--- src/rtl/io_port_buffer.sv ---
// CPU I/O port buffer: 4-deep input FIFO feeding InPort, plus an output holding
// register that presents the OutPort word to an external consumer.
module io_port_buffer #(
    parameter int WIDTH = 32,
    parameter int DEPTH = 4,
    parameter int AW    = 2
) (
    input  logic             clock,
    input  logic             clear,
    input  logic [WIDTH-1:0] ext_in_data,
    input  logic             ext_in_valid,
    output logic             ext_in_ready,
    output logic [WIDTH-1:0] InPortdata,
    input  logic             InPortout,
    output logic             in_empty,
    output logic [AW:0]      in_count,
    output logic             in_underflow,
    input  logic [WIDTH-1:0] BusMuxOut,
    input  logic             OutPortin,
    output logic [WIDTH-1:0] ext_out_data,
    output logic             ext_out_valid,
    input  logic             ext_out_ready,
    output logic             out_overrun
);
    localparam logic [AW:0] FULL = (AW+1)'(DEPTH);

    logic [WIDTH-1:0] mem [DEPTH];
    logic [AW-1:0]    rd_ptr, wr_ptr;
    logic             push, pop;

    assign ext_in_ready = (in_count != FULL);
    assign in_empty     = (in_count == '0);
    assign push         = ext_in_valid && ext_in_ready;
    assign pop          = InPortout && !in_empty;
    // Head word is forced to zero when empty so the bus never sees stale storage.
    assign InPortdata   = in_empty ? '0 : mem[rd_ptr];

    // Storage has no reset; clear only has to suppress a same-edge push.
    always_ff @(posedge clock) begin
        if (!clear && push)
            mem[wr_ptr] <= ext_in_data;
    end

    always_ff @(posedge clock) begin
        if (clear) begin
            rd_ptr       <= '0;
            wr_ptr       <= '0;
            in_count     <= '0;
            in_underflow <= 1'b0;
        end else begin
            if (push)
                wr_ptr <= wr_ptr + 1'b1;
            if (pop)
                rd_ptr <= rd_ptr + 1'b1;
            if (push && !pop)
                in_count <= in_count + 1'b1;
            else if (pop && !push)
                in_count <= in_count - 1'b1;
            if (InPortout && in_empty)
                in_underflow <= 1'b1;
        end
    end

    always_ff @(posedge clock) begin
        if (clear) begin
            ext_out_data  <= '0;
            ext_out_valid <= 1'b0;
            out_overrun   <= 1'b0;
        end else if (OutPortin) begin
            // A capture on the acceptance edge replaces an already-taken word: not an overrun.
            if (ext_out_valid && !ext_out_ready)
                out_overrun <= 1'b1;
            ext_out_data  <= BusMuxOut;
            ext_out_valid <= 1'b1;
        end else if (ext_out_valid && ext_out_ready) begin
            ext_out_valid <= 1'b0;
        end
    end
endmodule

--- config.mk ---
export PLATFORM = sky130hd
export DESIGN_NAME = io_port_buffer
export DESIGN_NICKNAME = d
export VERILOG_FILES = /design/src/rtl/io_port_buffer.sv
export SDC_FILE = /design/constraint.sdc
export NUM_CORES = 1
export LEC_CHECK = 0
export CAP_MARGIN = 20
export CORE_MARGIN = 5
export CORE_UTILIZATION = 45
export CTS_BUF_LIST = sky130_fd_sc_hd__clkbuf_2 sky130_fd_sc_hd__clkbuf_4 sky130_fd_sc_hd__clkbuf_8
export DETAILED_ROUTE_END_ITERATION = 10
export GPL_TIMING_DRIVEN = 0
export PLACE_DENSITY = 0.72
export SLEW_MARGIN = 20
export SYNTH_ARGS = -nofsm -noshare
export SYNTH_HDL_FRONTEND = slang
export SYNTH_SLANG_ARGS = --single-unit
--- constraint.sdc ---
create_clock -name clock -period 4.8 [get_ports clock]
set_input_delay 1.44 -clock clock [delete_from_list [all_inputs] [get_ports clock]]
set_output_delay 1.44 -clock clock [all_outputs]
set_load 0.005 [all_outputs]
==> results of run 1 <==
[metal layers]
layer / up-vias / wire length, um / global-route usage (%)
met1: 1817 / 5370 / 19.5
met3: 15 / 1410 / 7.57
li1: 1721 / - / -
met2: 146 / 6760 / 29.0
met4: 0 / 175 / 4.83
met5: - / 0 / 0
[logic make-up (layout without fill, tap and decap cells)]
logic type,Yosys count,in the layout,synth area share [%]
muxes,67,67,16.6
AOI/OAI and AO/OA,7,7,0.578
DFF,172,172,72.7
and+or+nand+nor,87,87,6.89
xor gates and xnor gates,3,3,0.404
buffers and inverters,23,211,1.62
adders and majority gates,6,6,1.27
[state kept, by name, summed over array words and instances, names as in the netlist, named ones only]
signal / cells
ext_out_valid: 1
in_underflow: 1
ext_out_data: 32
out_overrun: 1
rd_ptr: 2
in_count: 3
mem: 128
wr_ptr: 2
[cells in the mapped netlist (2+ instances only)]
library cell,count
buf_1,5
xor2_1,3
nor2b_1,33
edfxtp_1,128
nor3b_1,4
mux4_2,32
nor2_1,42
clkbuf_1,5
ha_1,5
a21oi_1,4
nand2b_1,2
buf_4,3
buf_2,6
o21ai_0,2
mux2i_1,34
dfxtp_1,44
or3_1,2
inv_1,3
[worst min path at each step]
stage	start	to	slack, ns	cells after the start
after floorplan	rd_ptr[1]	register	0.46	2
after global placement	out_overrun	out_overrun	0.45	2
after detailed placement	out_overrun	out_overrun	0.47	2
after CTS	out_overrun	out_overrun	0.49	2
after global routing	in_underflow	in_underflow	0.52	2
final	in_underflow	in_underflow	0.48	2
[area by class of cell]
| cell class | count | area [sq um] | share of cell area, % |
|---|---|---|---|
| clock inverter | 11 | 191 | 2.19 |
| clock buffer | 21 | 259 | 2.96 |
| inverter | 4 | 15.0 | 0.172 |
| multi-input combinational | 170 | 1690 | 19.3 |
| sequential | 172 | 4720 | 54.0 |
| buffer | 19 | 90.1 | 1.03 |
| timing repair buffer | 156 | 1550 | 17.7 |
| tap | 184 | 230 | 2.63 |
[power by group through the flow]
| stage | Sequential (uW) | Clock, uW | Combinational, uW |
|---|---|---|---|
| floorplan | 1790 | 0 | 607 |
| global placement | 1790 | 0 | 1230 |
| detailed placement | 1790 | 0 | 1280 |
| CTS | 1760 | 1160 | 1290 |
| global route | 1760 | 1230 | 1370 |
| finish | 1750 | 1130 | 1250 |
[critical path, stage by stage (launching register included)]
cell and delay, ns:
dfxtp_1 0.39, nor3_2 0.56, clkbuf_1 0.50, nor2b_1 0.12
clkdlybuf4s50_1 0.47
[metrics by stage]
stage               util, %  hold WS (ns)  worst slack [ns]
finish                 60.9         0.481             0.881
global route           60.9         0.519             0.640
CTS                    60.9         0.490             0.776
detailed placement     57.7         0.468              1.05
global placement       56.6         0.449             -2.32
floorplan                 -         0.459             0.279
==> out/results.ini, run 1 <==
[outcome]
run_status = complete, no violations

[critical_path]
rr_endpoint = mem[2][18]
cp-startpoint = in_count[0]
reg2regPathDepth = 5
crit_path_end = InPortdata[22]
path_class = register to output port
end_kind = output port
r2r_start = in_count[0]
cp_data_arrival_time_ns = 2.48
cp_data_required_time_ns = 3.36
critPathLaunchType = register
worstPathMaxFanout = 10
rrSetupSlack_ns = 2.52

[power_and_ir_drop]
finalPower_uw = 4140
p_clk_share_pct = 27.4
comb_power_share_pct = 30.3
pwr_density_cell_nw_per_um2 = 473
power_frac_seq_pct = 42.4
p_sw_share_pct = 25.8
leakage_uw = 0.00306
irDropWorstVdd_v = 0.000174
p_int_uw = 3070
p_sw_uw = 1070

[place]
dpl_cell_area_sq_um = 8300
dp.cells = 705
portBuffers = 140
hpwl_um = 10000
routabilityCongestion = 0.785

[timing]
clock_skew_ns = 0.0125
finalHoldViolCount = 0
fin_tns_setup_ns = 0
setup_viol = 0
slew_headroom_pct = 43.5
rsz0062_at_grt = no
period_needed_ns = 3.92
max_freq_mhz = 255
finalCritPeriodShare_pct = 81.6
drv_slew = 0
worst_slew_pin_slew_ns = 0.844

[floorplan]
num_rows = 44
core_area_sq_um = 14400
die-area_sq_um = 16900
die_h_um = 130
dieWidth_um = 130
start_util_pct = 45.2
ios = 142

[clock_network]
cts_buffer_depth = 2
cts_sinks = 172
cts_resized = 0
cts_hold_buf = 0
clk_root_buffer_cell = clkbuf_8
htree_num_levels = 4
clkTransAtPathRegs_ns = 0.08
cts_setup_buffers = 0
cts-buffers-inserted = 17
cts_tree = built
clk_latency_ns = 0.45

[worst_hold_path]
hold_path.class = register to register

[layout]
finalNetCount = 616
n_fill_cell = 1102
layout_commonest_cell = clkdlybuf4s50_1
drive_gt1_share_pct = 17.5
final_cell_mix = clkdlybuf4s50_1 (140), edfxtp_1 (128), dfxtp_1 (44)
stdcell_count = 737
final_area_sq_um = 8750
diodes = 0
area_growth_pct = 34.6

[detailed_routing]
vias = 3699
ant_nets = 0
drt-wirelength-per-cell_um = 18.6
vias_per_cell = 5.02
drt_iter0_drc = 159
wirelength_um = 13700
drc = 0
first_pass_iters = 4

[synthesis]
ys_types = 26
ys_warn_count = 0
synth-main-ff-cell = edfxtp_1
synth-edff-count = 128
yosys.area.top_type = edfxtp_1
syn_area_sq_um = 6500
synth_fp_nets = 441
yosys-top-cells-area = edfxtp_1 (59%), dfxtp_1 (14%), mux4_2 (11%)
synth.top_cell.area_share_pct = 59.1
synth_cells = 365
syn_avg_cell_area_sq_um = 17.8
async_reset_ff_share_pct = 0
seq_area_frac_synth_pct = 72.7
yosys_register_bits = 172

[global_route]
antenna_found_initial = 0
gr-total-overflow = 0
grt_usage_pct = 17.0
grt_pass1_wl_um = 21400
grt_max_degree = 17
grt_pass1_vias = 4052

[job]
drv_cap = 0

Power figures use the tool's default switching activity.
==> run 2: changes to the inputs <==
PLACE_DENSITY = 0.75   (was 0.72)
clock period = 3.58 ns   (was 4.8 ns; I/O delays follow)
==> run 2 against run 1 <==
  * Sequential power rose by 35%
  * Combinational power increased by 36%
  * Global-route usage decreased by 0.85 points
  * Flip-flop and latch count is the same
  * Critical path type unchanged
  * Largest power group unchanged
==> out/results.ini, run 2 (synthesis gave the netlist of run 1 again) <==
[critical_path]
worstPathMaxFanout = 10  ; unchanged
rrSetupSlack_ns = 1.28  ; was 2.52 ns
critPathLaunchType = register  ; unchanged
rr_endpoint = in_count[2]  ; was mem[2][18]
end_kind = output port  ; unchanged
reg2regPathDepth = 9  ; was 5
cp_data_arrival_time_ns = 2.33  ; was 2.48 ns
cp_data_required_time_ns = 2.51  ; was 3.36 ns
path_class = register to output port  ; unchanged
r2r_start = in_count[0]  ; unchanged

[detailed_routing]
drt_iter0_drc = 176  ; was 159
ant_nets = 0  ; unchanged
first_pass_iters = 5  ; was 4
wirelength_um = 13300  ; was 13,700 um
drc = 0  ; unchanged
vias = 3704  ; was 3,699
vias_per_cell = 5.04  ; was 5.02
drt-wirelength-per-cell_um = 18.0  ; was 18.6 um

[layout]
diodes = 0  ; unchanged
drive_gt1_share_pct = 18.1  ; was 17.5%
final-seq-area_sq_um = 4720  ; unchanged
layout_commonest_cell = clkdlybuf4s50_1  ; unchanged
finalNetCount = 614  ; was 616
final_cell_mix = clkdlybuf4s50_1 (140), edfxtp_1 (128), dfxtp_1 (44)  ; unchanged
largest_reg_flops = 128  ; unchanged
largest_register = mem  ; unchanged
n_fill_cell = 1085  ; was 1,102
area_growth_pct = 33.9  ; was 34.6%
multi_input_area_sq_um = 1700  ; was 1690 sq um
largestRegisters = mem (128), ext_out_data (32), in_count (3)  ; unchanged

[clock_network]
cts_sinks = 172  ; unchanged
cts_buffer_depth = 2  ; unchanged
clkTransAtPathRegs_ns = 0.08  ; about the same
cts-buffers-inserted = 17  ; unchanged
clk_latency_ns = 0.45  ; about the same
clk_root_buffer_cell = clkbuf_8  ; unchanged
htree_num_levels = 4  ; unchanged
cts_hold_buf = 0  ; unchanged
cts_setup_buffers = 0  ; unchanged
cts_tree = built  ; unchanged

[power_and_ir_drop]
leakage_uw = 0.00304  ; was 0.00306 uW
irDropWorstVdd_v = 0.000281  ; was 0.000174 V
pwr_density_cell_nw_per_um2 = 614  ; was 473 nW/um^2
finalPower_uw = 5340  ; was 4140 uW

[floorplan]
start_util_pct = 45.2  ; unchanged
dieWidth_um = 130  ; unchanged
die_h_um = 130  ; unchanged
core_area_sq_um = 14400  ; unchanged
die-area_sq_um = 16900  ; unchanged
num_rows = 44  ; unchanged
ios = 142  ; unchanged

[timing]
period_needed_ns = 3.41
setup_viol = 0  ; unchanged
clock_skew_ns = 0.00758  ; was 0.0125 ns
rsz0062_at_grt = no  ; unchanged
fin_tns_setup_ns = 0  ; unchanged
setup_ws_ns = 0.172  ; was 0.881 ns
drv_slew = 0  ; unchanged
worst_slew_pin_slew_ns = 0.733  ; was 0.844 ns
finalHoldViolCount = 0  ; unchanged
finalCritPeriodShare_pct = 95.2
slew_headroom_pct = 51.1  ; was 43.5%
max_freq_mhz = 293

[global_route]
grt_pass1_wl_um = 20400  ; was 21,400 um
antenna_found_initial = 0  ; unchanged
grt_pass1_vias = 3874  ; was 4,052
grt_usage_pct = 16.1  ; was 17.0%
grt_max_degree = 17  ; unchanged
gr-total-overflow = 0  ; unchanged

[outcome]
run_status = complete, no violations  ; unchanged

[worst_hold_path]
hp-start = out_overrun  ; was in_underflow
hold_path_depth = 2  ; unchanged
hold_path.class = register to register  ; unchanged
hold-path-endpoint = out_overrun  ; was in_underflow

[job]
drv_cap = 0  ; unchanged

[place]
routabilityCongestion = 0.719  ; was 0.785
portBuffers = 140  ; unchanged
hpwl_um = 9510  ; was 10,000 um
preCtsSetupSlack_ns = 0.258  ; was 1.05 ns

-- run 2: area by class of cell --
cell class | instances | share of cell area [%]
sequential | 172 | 54.3
multi-input combinational | 170 | 19.6
timing repair buffer | 154 | 17.8
buffer | 19 | 1.19
tap | 184 | 2.65
inverter | 4 | 0.173
clock inverter | 6 | 0.762
clock buffer | 26 | 3.61
-- run 2: worst max-delay path: stages (launching register included) --
cell             delay, ns
dfxtp_1               0.31
buf_2                 0.18
buf_4                 0.26
mux4_2                0.51
nor2b_1               0.16
clkdlybuf4s50_1       0.47
-- run 2: worst max-delay path by stage --
stage | endpoint | depth (start not counted)
floorplan | mem[1][0] | 2
global placement | mem[2][16] | 3
global route | InPortdata[1] | 5
finish | InPortdata[2] | 5
detailed placement | mem[2][13] | 5
CTS | InPortdata[1] | 4
-- run 2: where the power goes --
group | switching (uW) | internal, uW | leakage, uW
Combinational | 694 | 1000 | 0.00132
Sequential | 77.5 | 2280 | 0.00152
Clock | 643 | 641 | 0.000191
-- run 2: routing by layer --
metal	wire (um)	track usage, %	up-vias
met4	153	4.58	0
li1	-	-	1710
met1	5340	19.8	1844
met2	6430	25.7	132
met5	0	0	-
met3	1340	7.65	18
-- run 2: per-stage QoR --
stage	cells	hold slack, ns	util [%]	instance area [sq um]
4_1_cts	735	0.489	60.5	8690
6_report	735	0.483	60.6	8700
3_5_place_dp	703	0.469	57.8	8300
3_3_place_gp	689	0.457	56.6	8140
5_1_grt	735	0.510	60.6	8700
2_1_floorplan	365	0.459	-	6500
-- run 2: repair_timing --
action,in CTS,in global routing
gates resized for setup,4,5
pin swaps,0,0
endpoints found under the setup margin,18,13
==> run 3: changes to the inputs <==
ABC_CLOCK_PERIOD_IN_PS = 3580   (was default)
==> results of run 3 <==
Same layout as run 2: the final DEF is identical, and so are final timing and power.
